<file path="config.mk">
export PLATFORM = sky130hd
export DESIGN_NAME = lfsr_sequencer
export DESIGN_NICKNAME = d
export VERILOG_FILES = /design/src/rtl/lfsr_seq_pkg.sv /design/src/rtl/lfsr_seq_tick_gen.sv /design/src/rtl/lfsr_sequencer.sv
export SDC_FILE = /design/constraint.sdc
export NUM_CORES = 1
export LEC_CHECK = 0
export CAP_MARGIN = 20
export CORE_MARGIN = 2
export CORE_UTILIZATION = 55
export DETAILED_ROUTE_END_ITERATION = 8
export PLACE_DENSITY = 0.82
export SYNTH_ARGS = -nofsm -noshare
export SYNTH_HDL_FRONTEND = slang
export SYNTH_SLANG_ARGS = --single-unit
</file>
<file path="constraint.sdc">
create_clock -name clk -period 3.3 [get_ports clk]
set_clock_uncertainty 0.05 [all_clocks]
set_input_delay 0.33 -clock clk [delete_from_list [all_inputs] [get_ports clk]]
set_output_delay 0.33 -clock clk [all_outputs]
set_load 0.05 [all_outputs]
</file>
<file path="src/rtl/lfsr_seq_pkg.sv">
// Shared state encoding and command priority for the LFSR command sequencer.
// Build option: LFSR_SEQ_RUN_EN enables the timed free-run mode.
package lfsr_seq_pkg;

  typedef logic [2:0] state_t;

  localparam state_t S_IDLE  = 3'd0;
  localparam state_t S_LOAD  = 3'd1;
  localparam state_t S_STEP  = 3'd2;
  localparam state_t S_BURST = 3'd3;
  localparam state_t S_RUN   = 3'd4;
  localparam state_t S_FAULT = 3'd5;

  // bit index doubles as priority rank: higher index wins
  localparam int C_RUN   = 0;
  localparam int C_BURST = 1;
  localparam int C_STEP  = 2;
  localparam int C_LOAD  = 3;

  function automatic logic [3:0] cmd_pick(input logic [3:0] req);
    logic [3:0] one_hot;
    one_hot = '0;
    if (req[C_LOAD])
      one_hot[C_LOAD] = 1'b1;
    else if (req[C_STEP])
      one_hot[C_STEP] = 1'b1;
    else if (req[C_BURST])
      one_hot[C_BURST] = 1'b1;
    else if (req[C_RUN])
      one_hot[C_RUN] = 1'b1;
    return one_hot;
  endfunction

endpackage

</file>
<file path="src/rtl/lfsr_seq_tick_gen.sv">
// Clear-able prescaler: counts 0..COUNT-1 while enabled, tick on the wrap cycle.
// Only built when LFSR_SEQ_RUN_EN is defined.
module lfsr_seq_tick_gen #(
  parameter int unsigned COUNT = 500_000
) (
  input  logic clk,
  input  logic reset,
  input  logic clear,
  input  logic en,
  output logic tick
);

  localparam int W = (COUNT > 2) ? $clog2(COUNT) : 1;
  localparam logic [W-1:0] LAST = W'(COUNT - 1);

  logic [W-1:0] cnt;

  assign tick = en && (cnt == LAST);

  always_ff @(posedge clk or posedge reset) begin
    if (reset)
      cnt <= '0;
    else if (clear)
      cnt <= '0;
    else if (en)
      cnt <= tick ? '0 : cnt + W'(1);
  end

endmodule

</file>
<file path="src/rtl/lfsr_sequencer.sv">
// Command sequencer driving LFSR seed-load and step strobes.
// Build option: LFSR_SEQ_RUN_EN adds the timed free-run state.
module lfsr_sequencer
  import lfsr_seq_pkg::*;
#(
  parameter int unsigned COUNT      = 500_000,
  parameter int          BURST_W    = 8,
  parameter int          STEP_CNT_W = 16
) (
  input  logic                  clk,
  input  logic                  reset,
  input  logic                  cmd_load,
  input  logic                  cmd_step,
  input  logic                  cmd_burst,
  input  logic                  cmd_run,
  input  logic [BURST_W-1:0]    burst_len,
  input  logic                  lfsr_error,
  output logic                  seed_load,
  output logic                  lfsr_step,
  output logic                  busy,
  output logic                  fault,
  output logic [STEP_CNT_W-1:0] step_count
);

  logic [3:0] cmd;
  state_t state;
  state_t state_n;
  logic [BURST_W-1:0] burst_cnt;
  logic [BURST_W-1:0] burst_cnt_n;
  logic step_n;
  logic busy_n;

  assign cmd = cmd_pick({cmd_load, cmd_step, cmd_burst, cmd_run});

`ifdef LFSR_SEQ_RUN_EN
  logic tick;
  logic tick_clr;

  lfsr_seq_tick_gen #(
    .COUNT(COUNT)
  ) u_tick (
    .clk  (clk),
    .reset(reset),
    .clear(tick_clr),
    .en   (state == S_RUN),
    .tick (tick)
  );
`else
  logic unused_run;
  assign unused_run = cmd[C_RUN] | (COUNT < 2);
`endif

  always_comb begin
    state_n     = state;
    burst_cnt_n = burst_cnt;
    step_n      = 1'b0;
`ifdef LFSR_SEQ_RUN_EN
    tick_clr    = 1'b0;
`endif
    // error outranks every command and swallows any pending step
    if (lfsr_error && state != S_LOAD && state != S_FAULT) begin
      state_n = S_FAULT;
    end else begin
      unique case (state)
        S_IDLE: begin
          unique case (1'b1)
            cmd[C_LOAD]: state_n = S_LOAD;
            cmd[C_STEP]: begin
              state_n = S_STEP;
              step_n  = 1'b1;
            end
            cmd[C_BURST]: begin
              if (burst_len != '0) begin
                state_n     = S_BURST;
                step_n      = 1'b1;
                burst_cnt_n = burst_len;
              end
            end
`ifdef LFSR_SEQ_RUN_EN
            cmd[C_RUN]: begin
              state_n  = S_RUN;
              tick_clr = 1'b1;
            end
`endif
            default: ;
          endcase
        end
        S_LOAD, S_STEP: state_n = S_IDLE;
        S_BURST: begin
          if (cmd[C_LOAD]) begin
            state_n = S_LOAD;
          end else if (burst_cnt == BURST_W'(1)) begin
            state_n = S_IDLE;
          end else begin
            step_n      = 1'b1;
            burst_cnt_n = burst_cnt - BURST_W'(1);
          end
        end
`ifdef LFSR_SEQ_RUN_EN
        S_RUN: begin
          if (cmd[C_LOAD])
            state_n = S_LOAD;
          else if (cmd[C_RUN])
            state_n = S_IDLE;
          else if (tick)
            step_n = 1'b1;
        end
`endif
        S_FAULT: begin
          if (cmd[C_LOAD])
            state_n = S_LOAD;
        end
        default: state_n = S_IDLE;
      endcase
    end
  end

  always_comb begin
    busy_n = (state_n == S_BURST);
`ifdef LFSR_SEQ_RUN_EN
    busy_n = busy_n || (state_n == S_RUN);
`endif
  end

  always_ff @(posedge clk or posedge reset) begin
    if (reset) begin
      state      <= S_IDLE;
      burst_cnt  <= '0;
      seed_load  <= 1'b0;
      lfsr_step  <= 1'b0;
      busy       <= 1'b0;
      fault      <= 1'b0;
      step_count <= '0;
    end else begin
      state     <= state_n;
      burst_cnt <= burst_cnt_n;
      seed_load <= (state_n == S_LOAD);
      lfsr_step <= step_n;
      busy      <= busy_n;
      fault     <= (state_n == S_FAULT);
      if (state_n == S_LOAD)
        step_count <= '0;
      else if (step_n)
        step_count <= step_count + STEP_CNT_W'(1);
    end
  end

endmodule

</file>
==> Yosys cells after proc, flatten, opt, wreduce, memory -nomap -nowiden <==
Cells that the tools add are included.
{ "op_classes": {"addsub": 2, "eq_ne": 12, "muxes": 27, "n_bitwise": 1, "n_reduce_logical": 7} }
{ "op_table": {"columns": ["op", "count"], "rows": [
  ["2-to-1 mux 16 bit", 2],
  ["2-to-1 mux 8 bit", 4],
  ["2-to-1 mux 3 bit", 6],
  ["one-hot mux 3 bit (3 select lines)", 2],
  ["adder 16 x 1 -> 16 bit (second input constant)", 1],
  ["one-hot mux 8 bit (2 select lines)", 1],
  ["2-to-1 mux 1 bit", 9],
  ["== test 8 x 1 -> 1 bit (second input constant)", 1],
  ["inequality test 2 bit (second input constant)", 4],
  ["nonzero test 8 bit", 1],
  ["subtractor 8 x 1 -> 8 bit (second input constant)", 1],
  ["== test 3 x 2 -> 1 bit (second input constant)", 2],
  ["== test 3 bit (second input constant)", 2],
  ["AND reduction 6 bit", 1],
  ["one-hot mux 1 bit (2 select lines)", 2],
  ["nonzero test 2 bit", 2],
  ["== test 3 x 1 -> 1 bit (second input constant)", 1],
  ["logical NOT 3 bit", 1],
  ["inequality test 3 x 1 -> 1 bit (second input constant)", 1],
  ["inequality test 3 bit (second input constant)", 1],
  ["logical AND 1 bit", 2],
  ["2-to-1 mux 2 bit", 1],
  ["NOT 1 bit", 1]
]} }
{ "totals": {"reg_bits": 31, "inputBits": 15, "output_inout_bits": 20} }

==> Logic depth before layout (Yosys ltp) <==
{ "logic_depth": {"depth_word": 9, "ltp_mapped": 7} }

==> Worst setup path after synthesis <==
No wires, ideal clock.
{ "synth_timing": {"path_kind": "register -> register", "from": "register step_count[6]", "to": "register step_count[15]", "setup_ns": 0.124, "t_arrival_ns": 2.114, "required_time_ns": 3.126, "slack_ns": 1.012, "stages_incl_launch_ff": 6, "synth_period_minus_slack_ns": 2.288, "cell_sequence": "dfrtp_1 > nand2_1 > or3_1 > or4_1 > and3_1 > a211o_1"} }
{ "synth_via": {"elab_chain_cells": 3} }
{ "synth_lines": {"columns": ["item", "line_no", "source"], "rows": [
  ["start, declared", "lfsr_sequencer.sv:22", "output logic [STEP_CNT_W-1:0] step_count"],
  ["start signal, assigned", "lfsr_sequencer.sv:144", "step_count <= step_count + STEP_CNT_W'(1);"],
  ["adder 16 x 1 -> 16 bit", "lfsr_sequencer.sv:144", null],
  ["2-to-1 mux 16 bit", "lfsr_sequencer.sv:143", "else if (step_n)"],
  ["2-to-1 mux 16 bit", "lfsr_sequencer.sv:141", "if (state_n == S_LOAD)"]
]} }
No other way between the ends. The select of a mux whose other input is x is not followed.
A chain may end at the register's enable or synchronous reset.

==> Worst setup path after layout <==
{ "layout_timing": {"from": "register burst_cnt[3]", "to": "register step_count[8]"} }
{ "layout_via": {"elab_chain_cells": 7} }
{ "layout_lines": {"columns": ["item", "line_no", "source"], "rows": [
  ["start, declared", "lfsr_sequencer.sv:28", "logic [BURST_W-1:0] burst_cnt;"],
  ["start signal, assigned", "lfsr_sequencer.sv:136", "burst_cnt <= burst_cnt_n;"],
  ["== test 8 x 1 -> 1 bit *", "lfsr_sequencer.sv:92", "end else if (burst_cnt == BURST_W'(1)) begin"],
  ["2-to-1 mux 3 bit", "lfsr_sequencer.sv:92", null],
  ["2-to-1 mux 3 bit", "lfsr_sequencer.sv:90", "if (cmd[C_LOAD]) begin"],
  ["one-hot mux 3 bit (3 select lines)", "lfsr_sequencer.sv:64", "unique case (state)"],
  ["2-to-1 mux 3 bit", "lfsr_sequencer.sv:61", "if (lfsr_error && state != S_LOAD && state != S_FAULT) begin"],
  ["== test 3 x 1 -> 1 bit", "lfsr_sequencer.sv:141", null],
  ["2-to-1 mux 16 bit or nonzero test 2 bit (tied branches)", null, null]
]} }
Every way passes the cells marked *; elsewhere a longest branch is shown, timed or not.

==> results by group <==
STA
  • Unrepaired setup endpoints after global routing: no
  • Rel. slew slack: approximately two fifths
  • Final setup fails: 0
  • Final min period: between 2 and 3 ns
  • Slew Viols, Final: 0
  • Max Freq: between 0.3 and 0.4 GHz
  • Hold Worst Slack: between 0.3 and 0.4 ns
  • Final hold vios: 0
  • Final TNS setup: 0 ns
  • Least-Margin Pin Slew: 0.9197 ns
  • Final period utilization: roughly 80%

Die
  • Die W: between 60 and 70 µm
  • IO Pins: 35
  • Initial core utilization: between 50% and 60%
  • Num rows: 20
  • Core area: between 0.003 and 0.004 mm²
  • Die area: 0.003648 mm²
  • Die Ht: a little over 60 µm

Route
  • DR WL/cell: 14.58 µm
  • DRC: 0
  • Via count: 1567
  • Vias per std cell: roughly 5.9
  • Final ANT Viol Nets: 0
  • 1st-pass router iterations: 4
  • Total wire length: a little under 4 mm
  • Initial DRC count: between 100 and 150

Run status
  • Outcome: finished, final reports clean

Yosys
  • FF+latch count, synth: 31
  • Share of the synthesized area in the top cell type: between 40% and 50%
  • Avg Inst Size Synth: around 9.5 µm²
  • YS warnings: 0
  • Yosys cell types: 46
  • Mapped Cells: between 150 and 200
  • Synthesized Nets: approximately 200
  • Area of the mapped netlist: between 0.0015 and 0.002 mm²
  • Register area share after synthesis: approximately 44%
  • Largest cells by area after synthesis: dfrtp_1 44%, a221o_1 6.3%, and3_1 3.9%, nor2_1 3.9%, a21oi_1 2.6%
  • Area leader, netlist: dfrtp_1

Layout
  • Nets: between 200 and 250
  • Area growth, synth to finish: 26.54%
  • # fillers: roughly 240
  • Finished Cell Area: around 0.0022 mm²
  • Most common cell after layout, fill and taps aside: clkdlybuf4s50_1
  • Antenna diodes: 0
  • Fraction of layout cells with a size suffix above 1: under 10%
  • Finished Layout Cells: around 270
  • Most frequent cells in the layout: 33 x clkdlybuf4s50_1, 31 x dfrtp_1, 18 x nor2_1, 12 x nand2_1

CTS
  • Clk sinks: 31
  • Latest clock arrival within the worst-skew pair: ~0.34 ns
  • Post-CTS resize count: 0
  • Root buffer cell: clkbuf_4
  • CTS tree: built
  • Total CTS buffers: 5
  • CTS H-tree lvls: 2
  • CTS hold repair buffers: 0
  • Clock transition at path regs: ~0.1 ns
  • Post-CTS Setup Bufs: 0
  • Clk buf depth: 2

Power and ir drop
  • Leak: between 0.9 and 1 nW
  • Psw: around 0.00062 W
  • Total Power: 0.001505 W
  • Combinational Power Share: between 40% and 50%
  • Peak VDD IR: 0.0004649 V
  • Net Sw Frac: approximately 41%
  • Reg power frac: 37.4%
  • Pwr/cell area: ~680 mW/mm²
  • Clock share of power: between 20% and 30%
  • Cell-internal power: ~0.0009 W

GRT
  • Largest net degree at the start of global routing: 31
  • Tot GR Track Use: about a quarter
  • First-pass GRT wire length: 6.568 mm
  • Initial antenna violation count: 0
  • GRT overflow: 0
  • Vias in the first global route: 1484

Setup path
  • Max stage delay on crit path: between 0.6 and 0.7 ns
  • Startpoint types: register
  • Crit-path max FO: 30
  • CP Cell Sequence: nor4_1 > a31oi_1 > o31a_1 > and3_1 > a221o_1
  • Crit path capture type: register
  • CP required: between 3 and 4 ns
  • CP arrival: 2.89 ns
  • Slowest-stage cell, CP: o31a_1
  • Worst reg2reg setup slack: 0.58 ns
  • Crit path kind: register to register

Placed design
  • RD Place Congestion: 0.9179
  • Final HPWL DP: between 2 and 3 mm
  • Input/output buffers: 33
  • Post-DP Area: between 0.002 and 0.0025 mm²
  • DP Cell Count: 258

Job
  • Max Cap Violations: 0

Worst hold path
  • Hold crit path type: input pin to async pin
[routing by layer]
layer	vias up	GRT usage, %	wire, µm
met5	-	0	0
met2	49	39.44	1888
li1	775	-	-
met4	0	10.48	63
met3	8	6.397	220
met1	735	31.48	1704
[power by group through the flow]
stage,combinational [W],sequential [W],clock [W]
floorplan,0.000384,0.000648,0
global placement,0.000611,0.000561,0
detailed placement,0.000626,0.000569,0
CTS,0.000628,0.000561,0.000322
global route,0.000694,0.000577,0.000335
finish,0.000628,0.000562,0.000314
[layout make-up]
| type | count | area (µm²) | share of cell area (%) |
|---|---|---|---|
| Clock buffer | 6 | 51.30 | 2.318 |
| Clock inverter | 2 | 35.03 | 1.583 |
| Inverter | 8 | 30.03 | 1.357 |
| Multi-Input combinational cell | 139 | 913.4 | 41.27 |
| Sequential cell | 31 | 775.7 | 35.05 |
| Tap cell | 44 | 55.05 | 2.487 |
| Timing Repair Buffer | 36 | 352.8 | 15.94 |
[stage by stage]
stage	worst slack, ns	utilization (%)
2_1_floorplan	1.012	-
3_3_place_gp	0.4063	70.25
3_5_place_dp	0.3437	70.25
4_1_cts	0.5979	73.10
5_1_grt	0.3495	73.10
6_report	0.5812	73.10
[Yosys cell counts, drive strengths merged]
cell and number:
nor4 4, a31oi 2, buf 4, a22o 2, nor3b 2, o311a 1, o21a 3, dfrtp 31
o21ai 11, a221oi 1, ha 3, nor3 4, o211ai 2, nand2b 4, o211a 2, o31a 2
a2bb2oi 2, nor2b 2, nand3 4, and2 2, and3 11, nand3b 3, nand4 3, and3b 1
or2 2, clkbuf 2, a211o 2, or4 3, xnor2 1, nand2 12, a22oi 1, a32oi 1
or3 4, mux2 1, nand4b 1, a21oi 9, o22ai 1, nor2 18, a221o 11, inv 8
and4 1
[sequential cells by signal, summed over array words and instances, names as in the netlist]
register and count:
lfsr_step 1, state 3, step_count 16, seed_load 1, fault 1, burst_cnt 8, busy 1
[cells by family after synthesis]
family,after synthesis,share of synthesized area [%]
XOR/XNOR,1,0.5008
AND/OR/NAND/NOR,81,25.54
AO/OA/AOI/OAI,53,23.39
flip-flops,31,44.35
adder cells (fa/ha/maj),3,2.146
buffers and inverters,14,3.434
multiplexers,1,0.6437
[final timing paths]
path	start	to	cells after the start
min in group clk	step_count[15]	step_count[15]	1
max reg2reg	burst_cnt[3]	step_count[8]	5
max	burst_cnt[3]	step_count[8]	5
min	reset	step_count[2]	2
max in group asynchronous	reset	step_count[11]	3
min reg2reg	step_count[15]	step_count[15]	1
[critical path: cells and delay by family, from the launching register on]
family | cells | cell delay (ns)
flip-flops | 1 | 0.47
AO/OA/AOI/OAI | 3 | 1.24
AND/OR/NAND/NOR | 2 | 0.85
Power figures use the tool's default switching activity.
